[config.mk]
export PLATFORM = sky130hd
export DESIGN_NAME = video_timing_gen
export DESIGN_NICKNAME = d
export VERILOG_FILES = /design/src/rtl/video_timing_gen.sv
export SDC_FILE = /design/constraint.sdc
export NUM_CORES = 1
export LEC_CHECK = 0
export BUFFER_PORTS_ARGS = -buffer_cell sky130_fd_sc_hd__buf_2
export CORE_AREA = 2 2 98 100
export CTS_CLUSTER_SIZE = 30
export DETAILED_ROUTE_END_ITERATION = 6
export DIE_AREA = 0 0 100 102
export GPL_TIMING_DRIVEN = 0
export PLACE_DENSITY = 0.5
export SYNTH_ARGS = -nofsm -noshare
export SYNTH_HDL_FRONTEND = slang
export SYNTH_SLANG_ARGS = --single-unit
[constraint.sdc]
create_clock -name clk -period 2.6 [get_ports clk]
set_input_delay 0.52 -clock clk [delete_from_list [all_inputs] [get_ports clk]]
set_output_delay 0.52 -clock clk [all_outputs]
set_load 0.01 [all_outputs]
[src/rtl/video_timing_gen.sv]
// Video timing generator: pixel-clock divider, raster position counters and
// registered sync/blank/strobe outputs.
// Optional build macro VTG_FRAME_CNT_EN enables the 16-bit completed-frame
// counter. Without it, frame_cnt is tied to zero and no counter flops exist.
//
// state  | meaning
// -------+---------------------------------------------------------------
// S_IDLE | generator parked: divider cleared, outputs at (0,0), blanked
// S_RUN  | divider counting; each pixel tick presents the next position
module video_timing_gen #(
  parameter int H_ACTIVE = 640,
  parameter int H_FP     = 16,
  parameter int H_SYNC   = 96,
  parameter int H_BP     = 48,
  parameter int V_ACTIVE = 480,
  parameter int V_FP     = 10,
  parameter int V_SYNC   = 2,
  parameter int V_BP     = 33,
  parameter bit HS_POL   = 1'b0,
  parameter bit VS_POL   = 1'b0,
  parameter int PIX_DIV  = 4,
  parameter int COORD_W  = 10
) (
  input  logic               clk,
  input  logic               resetn,
  input  logic               run,
  output logic [COORD_W-1:0] x,
  output logic [COORD_W-1:0] y,
  output logic               hs,
  output logic               vs,
  output logic               blank,
  output logic               pix_ce,
  output logic               line_start,
  output logic               frame_start,
  output logic [15:0]        frame_cnt
);

  localparam int H_TOTAL = H_ACTIVE + H_FP + H_SYNC + H_BP;
  localparam int V_TOTAL = V_ACTIVE + V_FP + V_SYNC + V_BP;

  typedef logic [COORD_W-1:0] coord_t;
  // One bit wider so thresholds equal to 2^COORD_W do not wrap to zero.
  typedef logic [COORD_W:0]   cmp_t;

  localparam coord_t H_LAST = coord_t'(H_TOTAL - 1);
  localparam coord_t V_LAST = coord_t'(V_TOTAL - 1);
  localparam cmp_t   H_ACT  = cmp_t'(H_ACTIVE);
  localparam cmp_t   V_ACT  = cmp_t'(V_ACTIVE);
  localparam cmp_t   HS_BEG = cmp_t'(H_ACTIVE + H_FP);
  localparam cmp_t   HS_END = cmp_t'(H_ACTIVE + H_FP + H_SYNC);
  localparam cmp_t   VS_BEG = cmp_t'(V_ACTIVE + V_FP);
  localparam cmp_t   VS_END = cmp_t'(V_ACTIVE + V_FP + V_SYNC);
  localparam logic [3:0] DIV_LAST = 4'(PIX_DIV - 1);
  localparam logic   HS_OFF = ~HS_POL;
  localparam logic   VS_OFF = ~VS_POL;

  typedef enum logic {S_IDLE = 1'b0, S_RUN = 1'b1} state_t;

  state_t      state_q, state_d;
  logic [1:0]  rst_sync_q;
  logic [3:0]  div_q, div_d;
  coord_t      hpos_q, hpos_d, vpos_q, vpos_d;
  coord_t      x_q, x_d, y_q, y_d;
  logic        hs_q, hs_d, vs_q, vs_d, blank_q, blank_d;
  logic        pix_ce_q, pix_ce_d, ls_q, ls_d, fs_q, fs_d;
  logic        run_ok, tick;
  cmp_t        hx, vy;

  // Reset release is re-timed through two flops before run is honoured.
  always_ff @(posedge clk or negedge resetn) begin
    if (!resetn) rst_sync_q <= 2'b00;
    else         rst_sync_q <= {rst_sync_q[0], 1'b1};
  end

  assign run_ok = run & rst_sync_q[1];
  assign tick   = run_ok && (div_q == DIV_LAST);
  assign hx     = cmp_t'(hpos_q);
  assign vy     = cmp_t'(vpos_q);

  // Next state, divider, position advance and next output values.
  always_comb begin
    state_d  = state_q;
    div_d    = '0;
    hpos_d   = hpos_q;
    vpos_d   = vpos_q;
    x_d      = x_q;
    y_d      = y_q;
    hs_d     = hs_q;
    vs_d     = vs_q;
    blank_d  = blank_q;
    pix_ce_d = 1'b0;
    ls_d     = 1'b0;
    fs_d     = 1'b0;
    case (state_q)
      S_IDLE:  if (run_ok)  state_d = S_RUN;
      S_RUN:   if (!run_ok) state_d = S_IDLE;
      default: state_d = S_IDLE;
    endcase
    if (state_d == S_RUN) begin
      div_d    = (div_q == DIV_LAST) ? 4'd0 : div_q + 4'd1;
      pix_ce_d = (div_d == DIV_LAST);
      if (tick) begin
        x_d     = hpos_q;
        y_d     = vpos_q;
        hs_d    = (hx >= HS_BEG && hx < HS_END) ? HS_POL : HS_OFF;
        vs_d    = (vy >= VS_BEG && vy < VS_END) ? VS_POL : VS_OFF;
        blank_d = (hx >= H_ACT) || (vy >= V_ACT);
        ls_d    = (hpos_q == '0);
        fs_d    = (hpos_q == '0) && (vpos_q == '0);
        if (hpos_q == H_LAST) begin
          hpos_d = '0;
          vpos_d = (vpos_q == V_LAST) ? coord_t'(0) : vpos_q + coord_t'(1);
        end else begin
          hpos_d = hpos_q + coord_t'(1);
        end
      end
    end else begin
      // Abort or park: positions restart at the top-left pixel.
      hpos_d  = '0;
      vpos_d  = '0;
      x_d     = '0;
      y_d     = '0;
      hs_d    = HS_OFF;
      vs_d    = VS_OFF;
      blank_d = 1'b1;
    end
  end

  // State, divider, position and output registers.
  always_ff @(posedge clk or negedge resetn) begin
    if (!resetn) begin
      state_q  <= S_IDLE;
      div_q    <= '0;
      hpos_q   <= '0;
      vpos_q   <= '0;
      x_q      <= '0;
      y_q      <= '0;
      hs_q     <= HS_OFF;
      vs_q     <= VS_OFF;
      blank_q  <= 1'b1;
      pix_ce_q <= 1'b0;
      ls_q     <= 1'b0;
      fs_q     <= 1'b0;
    end else begin
      state_q  <= state_d;
      div_q    <= div_d;
      hpos_q   <= hpos_d;
      vpos_q   <= vpos_d;
      x_q      <= x_d;
      y_q      <= y_d;
      hs_q     <= hs_d;
      vs_q     <= vs_d;
      blank_q  <= blank_d;
      pix_ce_q <= pix_ce_d;
      ls_q     <= ls_d;
      fs_q     <= fs_d;
    end
  end

  assign x           = x_q;
  assign y           = y_q;
  assign hs          = hs_q;
  assign vs          = vs_q;
  assign blank       = blank_q;
  assign pix_ce      = pix_ce_q;
  assign line_start  = ls_q;
  assign frame_start = fs_q;

`ifdef VTG_FRAME_CNT_EN
  logic [15:0] frame_cnt_q;
  logic        fc_inc;

  // A wrap is (0,0) being presented right after the last raster pixel, so the
  // first frame after leaving idle is not counted.
  assign fc_inc = tick && (hpos_q == '0) && (vpos_q == '0) &&
                  (x_q == H_LAST) && (y_q == V_LAST);

  // Completed-frame counter; holds while idle, cleared only by reset.
  always_ff @(posedge clk or negedge resetn) begin
    if (!resetn)     frame_cnt_q <= 16'h0000;
    else if (fc_inc) frame_cnt_q <= frame_cnt_q + 16'd1;
  end

  assign frame_cnt = frame_cnt_q;
`else
  assign frame_cnt = 16'h0000;
`endif

endmodule

==> metrics <==
Hold Slack=0.3568 ns; number of global-route vias before repair=2108; Synth Area per Inst=9.332 µm²; WL final=6.107 mm; core area=~0.009 mm²; CP endpoint kind=flip-flop; # IOs=45; cts bufs inserted=5; clk root buf=clkbuf_8; ys async rst share=100.0%; minimum clock period=2.104 ns; final hold vios=0; Required @ worst endpoint=2.83 ns; final total power=1389 µW; post-CTS setup buffers=0; R2R Setup Slk=0.50 ns; synthesized area=0.002669 mm²; crit path DAT=approximately 2.3 ns; Max stage delay cell, worst path=clkbuf_1; ant diodes=0; Post-Synthesis Cells=286; total global routing overflow=0; Tightest Hold Check Type=reg2reg; Post-route DRC=0; status=completed; library cells used by synthesis=44; post-route setup slack=0.4963 ns; Routed WL per cell=between 10 and 15 µm; CP Launch Type=flip-flop; max-cap viol count=0; Max stage delay on crit path=about 0.42 ns; dpl hpwl=4.317 mm; worst vdd ir=around 0.19 mV; Final #Nets=~350; drt pass-1 iters=4; FF+latch count, synth=52; Layout Skew=0.006532 ns; die area=0.01020 mm²; CTS Hold Bufs=0; Detailed Route Iter0 Violations=86; clk buf depth=2; Total Routing Usage GR=about an eighth; Synth Flop Type=dfrtp_1; GPL Wtd Cong=0.7975; EDFF count, synth=0; placed cell areas=0.003004 mm²; Final Cell Area=0.003102 mm²; Seq/Total Area, Yosys=between 40 and 50%; largest net degree at the start of global routing=53; clk sinks=52; layout cells sized above 1=~20%; RSZ-0062 raised after global routing=false; initial antenna violation count=0; clk slew on worst S/H paths=0.10 ns; critical path class=reg2reg; Static Leak=0.001360 µW; pins over their slew limit=0; H-tree Lvls=2; CP max FO=10; critical-path cell list=ha_1, nor3b_1, clkbuf_1, buf_2, nand2_1, a21oi_1; Post-CTS Resized=0; CTS tree=done; Starting Density=29.30%; number of port buffers=28; later-pin clock latency in the skew report=0.31 ns; Fmax=475.4 MHz; Yosys Warn Count=0; setup TNS=0 ns; die width=100 µm; area delta synth->final=16.22%; vias per inst=4.750; P per Cell Area=447.7 mW/mm²; Site Rows=35; global-route wire length before repair=10.50 mm; via count=~2100; pre-CTS WS=0.5302 ns; DIE HEIGHT=102 µm; Final Cycle Share=80.91%; Worst slew margin=20.61%; Setup violations, final=0; Slew @ Worst Pin=1.191 ns; Final ANT Viol Nets=0
placed cells by master (no fill, tap or decap), types with 7 or more instances in the layout:
cell type   n
conb_1     17
inv_1       7
a21oi_1    23
o21ai_0     7
nand3_1    16
clkbuf_1   11
dfrtp_1    49
ha_1        7
nor2_1     14
buf_4      16
nand2_1    55
buf_2      34
final cells by class:
| cell class | instances | area, µm² |
|---|---|---|
| Fill cell | 962 | 6007 |
| Tap cell | 111 | 138.9 |
| Multi-Input combinational cell | 208 | 1191 |
| Sequential cell | 52 | 1305 |
| Clock buffer | 6 | 82.58 |
| Timing Repair Buffer | 28 | 140.1 |
| Inverter | 7 | 26.28 |
| Buffer | 34 | 202.7 |
| Clock inverter | 2 | 15.01 |
final timing paths:
| path | startpoint | cells past startpoint | endpoint |
|---|---|---|---|
| worst max-delay path | div_q[0] | 6 | x[6] |
| worst min-delay path | rst_sync_q[0] | 0 | rst_sync_q[1] |
| max in group asynchronous | resetn | 1 | hpos_q[6] |
| worst max register to register | div_q[0] | 6 | x[6] |
| min in group asynchronous | resetn | 1 | pix_ce |
| worst min register to register | rst_sync_q[0] | 0 | rst_sync_q[1] |
power by group:
group / switching, µW / total [µW] / internal [µW]
Sequential: 2.31 / 814 / 812
Clock: 280 / 497 / 216
Combinational: 53.9 / 77.8 / 23.9
critical path: cells and delay by family (launching register included):
family,cells,cell delay [ns]
adders and majority gates,1,0.24
and+or+nand+nor,2,0.50
DFF,1,0.41
AOI/OAI and AO/OA,1,0.14
buffers and inverters,2,0.73
synthesized netlist by cell type, types with 2 or more instances:
library cell,n,area share (%)
nor2_1,14,2.0
o22ai_1,2,0.47
o2111ai_1,3,0.98
nor4_1,2,0.47
and4_1,5,1.6
a21oi_1,23,4.3
xnor2_1,3,0.98
o31ai_1,3,0.84
buf_2,6,1.1
or3_1,2,0.47
conb_1,2,0.28
ha_1,7,3.3
o21ai_0,7,1.3
nand3_1,16,3.0
a31oi_1,2,0.47
clkbuf_1,11,1.5
nor4b_1,4,1.3
and2_1,4,0.94
xor2_1,5,1.6
nand4_1,6,1.4
nand2_1,55,7.7
mux2i_1,3,1.1
o211ai_1,4,1.1
dfrtp_1,49,46
and3_1,4,0.94
inv_1,7,0.98
buf_4,16,4.5
dfstp_2,3,3.0
a22oi_1,3,0.84
metrics by stage:
stage / cells / utilization, %
after CTS: 448 / 34.05
after floorplan: 301 / -
after global placement: 440 / 32.98
after global routing: 448 / 34.05
final: 448 / 34.05
after detailed placement: 440 / 32.98
registers in the layout, indices dropped and copies added (netlist names):
name and cells:
blank 1, div_q 4, frame_start 1, hpos_q 10, hs 1, line_start 1, pix_ce 1, rst_sync_q 2
vpos_q 10, vs 1, x 10, y 10
kinds of logic (layout without fill, tap and decap cells):
| family | count (synthesis) | count (layout) | share of synthesized area [%] |
|---|---|---|---|
| other | 2 | 17 | 0.2814 |
| buffers and inverters | 41 | 77 | 8.580 |
| and+or+nand+nor | 121 | 121 | 22.74 |
| AOI/OAI and AO/OA | 52 | 52 | 12.47 |
| DFF | 52 | 52 | 48.90 |
| xor gates and xnor gates | 8 | 8 | 2.626 |
| adders and majority gates | 7 | 7 | 3.282 |
| muxes | 3 | 3 | 1.125 |
layer usage:
layer / GRT usage [%] / wire [µm]
met1: 16.68 / 2973
met2: 22.30 / 2852
met3: 2.462 / 224
met4: 3.372 / 57
met5: 0 / 0
Note: power is estimated with default switching activity, not from simulation.
